File: config.mk
export PLATFORM = sky130hd
export DESIGN_NAME = frame_bank_sched_flat
export DESIGN_NICKNAME = d
export VERILOG_FILES = /design/src/rtl/frame_bank_sched_pkg.sv /design/src/rtl/frame_bank_sched_if.sv /design/src/rtl/frame_bank_sched_addr_cnt.sv /design/src/rtl/frame_bank_sched.sv /design/src/flat_wrapper.sv
export SDC_FILE = /design/constraint.sdc
export NUM_CORES = 1
export LEC_CHECK = 0
export BUFFER_PORTS_ARGS = -buffer_cell sky130_fd_sc_hd__clkbuf_2
export CORE_UTILIZATION = 30
export CTS_CLUSTER_DIAMETER = 120
export CTS_CLUSTER_SIZE = 40
export DETAILED_ROUTE_END_ITERATION = 16
export SYNTH_ARGS = -nofsm -noshare
export SYNTH_HDL_FRONTEND = slang
export SYNTH_SLANG_ARGS = --single-unit
File: constraint.sdc
create_clock -name clk -period 2.8 [get_ports clk]
set_clock_uncertainty 0.15 [all_clocks]
set_input_delay 0.14 -clock clk [delete_from_list [all_inputs] [get_ports clk]]
set_output_delay 0.14 -clock clk [all_outputs]
set_load 0.1 [all_outputs]
File: src/rtl/frame_bank_sched_pkg.sv
// frame_pkg: shared FSM state type and default geometry for the frame bank scheduler.
package frame_pkg;

    localparam int ADDR_W_DEF      = 13;
    localparam int FRAME_WORDS_DEF = 8192;

    typedef enum logic [1:0] {
        WAIT_SOF,
        WRITE,
        SWAP
    } state_t;

endpackage

File: src/rtl/frame_bank_sched_if.sv
// frame_bank_sched_if: pixel-in, BRAM-write and reader-handshake signals of the frame bank scheduler.
interface frame_bank_sched_if #(
    parameter int ADDR_W = frame_pkg::ADDR_W_DEF
);

    logic              sof;
    logic              tvalid;
    logic              write_enable;
    logic [ADDR_W-1:0] bram_addr_in;
    logic              wr_bank;
    logic              rd_start;
    logic              rd_done;
    logic              rd_bank;
    logic              frame_avail;
    logic [7:0]        drop_cnt;

    modport master (
        output sof, tvalid, rd_start, rd_done,
        input  write_enable, bram_addr_in, wr_bank, rd_bank, frame_avail, drop_cnt
    );

    modport slave (
        input  sof, tvalid, rd_start, rd_done,
        output write_enable, bram_addr_in, wr_bank, rd_bank, frame_avail, drop_cnt
    );

endinterface

File: src/rtl/frame_bank_sched_addr_cnt.sv
// frame_addr_cnt: per-frame word index; clear and advance in one cycle yield index 1.
module frame_addr_cnt #(
    parameter int ADDR_W      = frame_pkg::ADDR_W_DEF,
    parameter int FRAME_WORDS = frame_pkg::FRAME_WORDS_DEF
) (
    input  logic              clk,
    input  logic              reset,
    input  logic              clr,
    input  logic              adv,
    output logic [ADDR_W-1:0] idx,
    output logic              tc
);

    localparam logic [ADDR_W-1:0] LAST = ADDR_W'(FRAME_WORDS - 1);

    logic [ADDR_W-1:0] base;

    assign base = clr ? '0 : idx;
    assign tc   = idx == LAST;

    always_ff @(posedge clk) begin
        if (reset)
            idx <= '0;
        else
            idx <= adv ? ((base == LAST) ? '0 : base + ADDR_W'(1)) : base;
    end

endmodule

File: src/rtl/frame_bank_sched.sv
// frame_bank_sched: ping-pong frame writer with a single reader and drop accounting.
// Define BLACKOUT_EN to suppress BRAM writes for the first BLACKOUT_WORDS words of each frame.
module frame_bank_sched
    import frame_pkg::*;
#(
    parameter int ADDR_W         = ADDR_W_DEF,
    parameter int FRAME_WORDS    = FRAME_WORDS_DEF,
    parameter int BLACKOUT_WORDS = 640
) (
    input  logic               clk,
    input  logic               reset,
    frame_bank_sched_if.slave  bus
);

`ifdef BLACKOUT_EN
    localparam int unsigned BLANK_WORDS = BLACKOUT_WORDS;
`else
    localparam int unsigned BLANK_WORDS = 0;
`endif

    state_t            state, state_n;
    logic [ADDR_W-1:0] idx;
    logic              tc, clr, adv, beat, abort, swap;
    logic              claim, busy_eff, keep, busy, wr_bank, rd_bank, frame_avail;
    logic [7:0]        drop_cnt;

    frame_addr_cnt #(.ADDR_W(ADDR_W), .FRAME_WORDS(FRAME_WORDS)) u_cnt (
        .clk   (clk),
        .reset (reset),
        .clr   (clr),
        .adv   (adv),
        .idx   (idx),
        .tc    (tc)
    );

    always_ff @(posedge clk) begin
        if (reset)
            state <= WAIT_SOF;
        else
            state <= state_n;
    end

    // A sof beat inside a frame restarts it: clr+adv writes address 0 and leaves index 1.
    always_comb begin
        state_n = state;
        clr     = 1'b0;
        adv     = 1'b0;
        beat    = 1'b0;
        abort   = 1'b0;
        swap    = 1'b0;
        case (state)
            WAIT_SOF: begin
                if (bus.tvalid && bus.sof) begin
                    clr     = 1'b1;
                    adv     = 1'b1;
                    beat    = 1'b1;
                    state_n = WRITE;
                end
            end
            WRITE: begin
                if (bus.tvalid) begin
                    beat    = 1'b1;
                    adv     = 1'b1;
                    abort   = bus.sof && idx != '0;
                    clr     = abort;
                    state_n = (tc && !abort) ? SWAP : WRITE;
                end
            end
            SWAP: begin
                swap    = 1'b1;
                clr     = 1'b1;
                state_n = WAIT_SOF;
            end
            default: state_n = WAIT_SOF;
        endcase
    end

    // A claim in the SWAP cycle wins, so the new frame sees a busy reader and is dropped.
    assign claim    = bus.rd_start && frame_avail;
    assign busy_eff = busy || claim;
    assign keep     = swap && busy_eff;

    always_ff @(posedge clk) begin
        if (reset) begin
            busy        <= 1'b0;
            wr_bank     <= 1'b0;
            rd_bank     <= 1'b1;
            frame_avail <= 1'b0;
            drop_cnt    <= '0;
        end else begin
            busy        <= claim ? 1'b1 : (bus.rd_done ? 1'b0 : busy);
            rd_bank     <= claim ? !wr_bank : rd_bank;
            wr_bank     <= (swap && !busy_eff) ? !wr_bank : wr_bank;
            frame_avail <= claim ? 1'b0 : ((swap && !busy_eff) ? 1'b1 : frame_avail);
            drop_cnt    <= ((abort || keep) && drop_cnt != 8'hFF) ? drop_cnt + 8'd1 : drop_cnt;
        end
    end

    assign bus.bram_addr_in = abort ? '0 : idx;
    assign bus.write_enable = beat && (32'(bus.bram_addr_in) >= BLANK_WORDS);
    assign bus.wr_bank      = wr_bank;
    assign bus.rd_bank      = rd_bank;
    assign bus.frame_avail  = frame_avail;
    assign bus.drop_cnt     = drop_cnt;

endmodule

File: src/flat_wrapper.sv
// flat-port wrapper written by rule: the top's interface ports become plain ports
module frame_bank_sched_flat import frame_pkg::*;
#(
    parameter int ADDR_W         = ADDR_W_DEF,
    parameter int FRAME_WORDS    = FRAME_WORDS_DEF,
    parameter int BLACKOUT_WORDS = 640
)
  (clk, reset, bus_sof, bus_tvalid, bus_rd_start, bus_rd_done, bus_write_enable, bus_bram_addr_in, bus_wr_bank, bus_rd_bank, bus_frame_avail, bus_drop_cnt);
  frame_bank_sched_if #(.ADDR_W(ADDR_W)) bus_i ();
  input  logic clk;
  input  logic reset;
  input wire logic [$bits(bus_i.sof)-1:0] bus_sof;
  input wire logic [$bits(bus_i.tvalid)-1:0] bus_tvalid;
  input wire logic [$bits(bus_i.rd_start)-1:0] bus_rd_start;
  input wire logic [$bits(bus_i.rd_done)-1:0] bus_rd_done;
  output wire logic [$bits(bus_i.write_enable)-1:0] bus_write_enable;
  output wire logic [$bits(bus_i.bram_addr_in)-1:0] bus_bram_addr_in;
  output wire logic [$bits(bus_i.wr_bank)-1:0] bus_wr_bank;
  output wire logic [$bits(bus_i.rd_bank)-1:0] bus_rd_bank;
  output wire logic [$bits(bus_i.frame_avail)-1:0] bus_frame_avail;
  output wire logic [$bits(bus_i.drop_cnt)-1:0] bus_drop_cnt;
  assign bus_i.sof = bus_sof;
  assign bus_i.tvalid = bus_tvalid;
  assign bus_i.rd_start = bus_rd_start;
  assign bus_i.rd_done = bus_rd_done;
  assign bus_write_enable = bus_i.write_enable;
  assign bus_bram_addr_in = bus_i.bram_addr_in;
  assign bus_wr_bank = bus_i.wr_bank;
  assign bus_rd_bank = bus_i.rd_bank;
  assign bus_frame_avail = bus_i.frame_avail;
  assign bus_drop_cnt = bus_i.drop_cnt;
  frame_bank_sched #(.ADDR_W(ADDR_W), .FRAME_WORDS(FRAME_WORDS), .BLACKOUT_WORDS(BLACKOUT_WORDS)) u_core (.clk(clk), .reset(reset), .bus(bus_i));
endmodule
==> reports/results.tsv <==
stage	metric	value	unit
sta	Max Slew Vio Count	0	
synth	Synth top area share	37.4	%
floorplanning	# IOs	31	
placed_design	IO Port Bufs	30	
worst_setup_path	max incr delay on CP	0.38	ns
grt	largest net degree at the start of global routing	18	
clock_tree	Clock Sinks	27	
worst_setup_path	critical path buffer and inverter count	1	
drt	routed wire length	3260	um
synth	synthesized area	1440	um2
floorplanning	Die Y	71.4	um
placed_design	gpl congestion	0.819	
synth	cell taking the most area after synthesis	dfxtp_1	
final_layout	fraction of layout cells with a size suffix above 1	22.3	%
clock_tree	CTS tree	yes	
worst_setup_path	crit end category	flip-flop	
power	leakage	0.000731	uW
sta	final period utilization	93.3	%
floorplanning	initial core utilization	32.3	%
drt	Routed Antenna Nets	0	
worst_setup_path	crit path max fanout	6	
drt	Detailed Routing Iterations Pass 1	10	
power	Pwr Density	395	nW/um2
clock_tree	setup bufs post-CTS	0	
final_layout	Final #Nets	215	
sta	crit path time final	2.61	ns
worst_setup_path	crit-path cells	nor4_4, a41oi_2, a31oi_4, and2_1, ha_1, nand3_1, nor3_1, buf_4, nand3_1, xnor2_1, and3_1	
grt	vias in the first global route	1277	
synth	count of cell types in the netlist	38	
drt	DRC	3	
placed_design	post-DP HPWL	2320	um
synth	syn nets	178	
sta	Worst slew margin	36.3	%
worst_setup_path	crit start category	flip-flop	
clock_tree	Root Buffer	clkbuf_8	
grt	GRT Total Usage	14.6	%
grt	initial antenna violation count	0	
placed_design	Inst Count DP	252	
sta	final setup vio count	0	
worst_setup_path	Crit path arrival time	2.64	ns
final_layout	antenna cell count	0	
run_status	outcome	finished with violations	
worst_setup_path	Worst path top cell family by delay	simple AND/OR/NAND/NOR gates	
clock_tree	worst-skew pair later-pin latency	0.27	ns
drt	starting DRC count in detailed routing	63	
drt	routed len/inst	12.6	um
grt	global-route wire length before repair	5930	um
floorplanning	cell row count	24	
worst_setup_path	Worst Setup Path Type	reg2reg	
grt	grt ovf	0	
drt	post-DR vias/cell	5.23	
sta	worst setup slack after layout	0.188	ns
placed_design	pre-CTS setup slack	0.176	ns
synth	Post-Syn Instances	170	
final_layout	Final Non-Filler Cells	258	
synth	top cells by area, synth	dfxtp_1 37%, nor2b_1 5.6%, a21oi_1 4.9%, xor2_1 4.9%, nor2_1 4.4%	
synth	Post-synth EDFFs	0	
power	worst vdd ir	0.000204	V
clock_tree	H-tree depth	1	
synth	Mean Syn Cell Area	8.49	um2
final_layout	post-route cell area	1760	um2
synth	Async SR Flop Fraction	0	%
synth	sequential-to-total area share from yosys stat	37.4	%
worst_setup_path	Critical Path RT	2.83	ns
floorplanning	die area	5090	um2
sta	Fmax	383	MHz
final_layout	P&R area growth vs syn	21.8	%
run_status	failing checks	DRC	
min_path	Tightest Hold Check Type	in2reg	
worst_setup_path	Top cell by count, worst path	nand3_1	
clock_tree	Clock Pin Slew Worst Setup and Hold Paths	0.09	ns
sta	final hold vios	0	
clock_tree	clock tree buffer depth	2	
synth	#FFs+latches synth	27	
power	final total power	695	uW
placed_design	Placed Area	1670	um2
clock_tree	TritonCTS Buffers	3	
sta	Total Negative Setup Slacks	0	ns
synth	yosys warns	0	
sta	Slew @ Worst Pin	0.956	ns
worst_setup_path	slowest stage cell, crit path	dfxtp_1	
flow_run	reported max-cap violation count	0	
drt	via count	1350	
floorplanning	Die X-Extent	71.4	um
floorplanning	core area	4470	um2
sta	RSZ-0062 raised after global routing	false	
synth	Top FF cell, synth	dfxtp_1	
-- path summary, 6_finish.rpt --
| kind | start | end | slack (ns) | depth (start not counted) |
|---|---|---|---|---|
| setup / recovery | u_core.u_cnt.idx[1] | u_core.u_cnt.idx[12] | 0.19 | 11 |
| hold / removal | bus_rd_start | u_core.bus.frame_avail | 0.008 | 3 |
| setup reg to reg | u_core.u_cnt.idx[1] | u_core.u_cnt.idx[12] | 0.19 | 11 |
| hold reg to reg | u_core.bus.rd_bank | u_core.bus.rd_bank | 0.34 | 2 |
-- state kept, by name, indices dropped and copies added (netlist names) --
register / cells
u_core.bus.drop_cnt: 8
u_core.bus.frame_avail: 1
u_core.bus.rd_bank: 1
u_core.bus.wr_bank: 1
u_core.busy: 1
u_core.state: 2
u_core.u_cnt.idx: 13
-- layout by cell type, fill, tap and decap left out, drive strengths merged --
master        n
a2111oi       1
a211oi        2
a21o          1
a21oi        14
a221oi        1
a31oi         1
a41oi         1
and2          2
and2b         1
and3          6
and4          4
buf           5
clkbuf       34
dfxtp        27
dlygate4sd3   2
ha            2
inv           4
mux2          1
mux2i         1
nand2        12
nand2b        4
nand3        11
nand4         3
nor2         17
nor2b        13
nor3          3
nor4          3
nor4b         1
o211ai        1
o21a          1
o21ai         5
o311ai        1
o31ai         2
or3           5
or4           2
xnor2         4
xor2          8
-- logic make-up after synthesis --
kind of cell / after synthesis / synth area share, %
AND/OR/NAND/NOR: 87 / 33.9
AO/OA/AOI/OAI: 31 / 15.2
flip-flops: 27 / 37.4
XOR/XNOR: 12 / 7.28
buffers and inverters: 9 / 2.77
multiplexers: 2 / 1.73
adder cells (fa/ha/maj): 2 / 1.73
-- through the flow --
stage / util, % / hold slack [ns]
3_3_place_gp: 37.4 / 0.263
3_5_place_dp: 37.4 / 0.263
4_1_cts: 38.8 / 0.00151
6_report: 39.3 / 0.00836
5_1_grt: 39.3 / 0.0218
2_1_floorplan: - / 0.103
-- cell type report --
type | count | area [um2]
fillers | 469 | 2720
repair buffers | 37 | 208
multi-input cells | 134 | 886
inverters | 4 | 15.0
well taps | 52 | 65.1
flip-flops and latches | 27 | 541
clock buffers | 4 | 45.0
-- worst reg2reg max path: cells and delay by family (launching register included) --
| family | cells | cell delay, ns |
|---|---|---|
| buffers and inverters | 1 | 0.16 |
| xor gates and xnor gates | 1 | 0.13 |
| and+or+nand+nor | 6 | 1.03 |
| DFF | 1 | 0.38 |
| adders and majority gates | 1 | 0.17 |
| AOI/OAI and AO/OA | 2 | 0.49 |
-- cells in the mapped netlist, types with 3 or more instances --
cell type and count:
and3_1 6, nor2b_1 13, nand2_1 12, or3_1 5, nand3_1 11, nor4_2 3, nand2b_1 4, xnor2_1 4
a21oi_1 14, dfxtp_1 27, xor2_1 8, and4_1 4, o21ai_0 4, nor2_1 17, nor3_1 3, inv_1 4
nand4_1 3
-- report_power, final --
group	switching (uW)	internal, uW	total (uW)
logic	54.1	25.0	79.1
registers	5.25	387	392
clock network	121	102	223
total	181	514	695
-- repair_timing --
| item | CTS | global route |
|---|---|---|
| endpoints found under the setup margin | 0 | 2 |
| resized for setup | 0 | 3 |
| hold buffers | 2 | 0 |
| endpoints found under the hold margin | 2 | 0 |
-- metal layers --
layer | global-route usage [%] | vias up | share of wire (%)
met5 | 0 | - | 0
met4 | 4.22 | 0 | 1.6
met3 | 3.80 | 8 | 5.2
met2 | 23.2 | 36 | 45
met1 | 19.5 | 625 | 49
li1 | - | 681 | -
(Power assumes the default switching activity.)
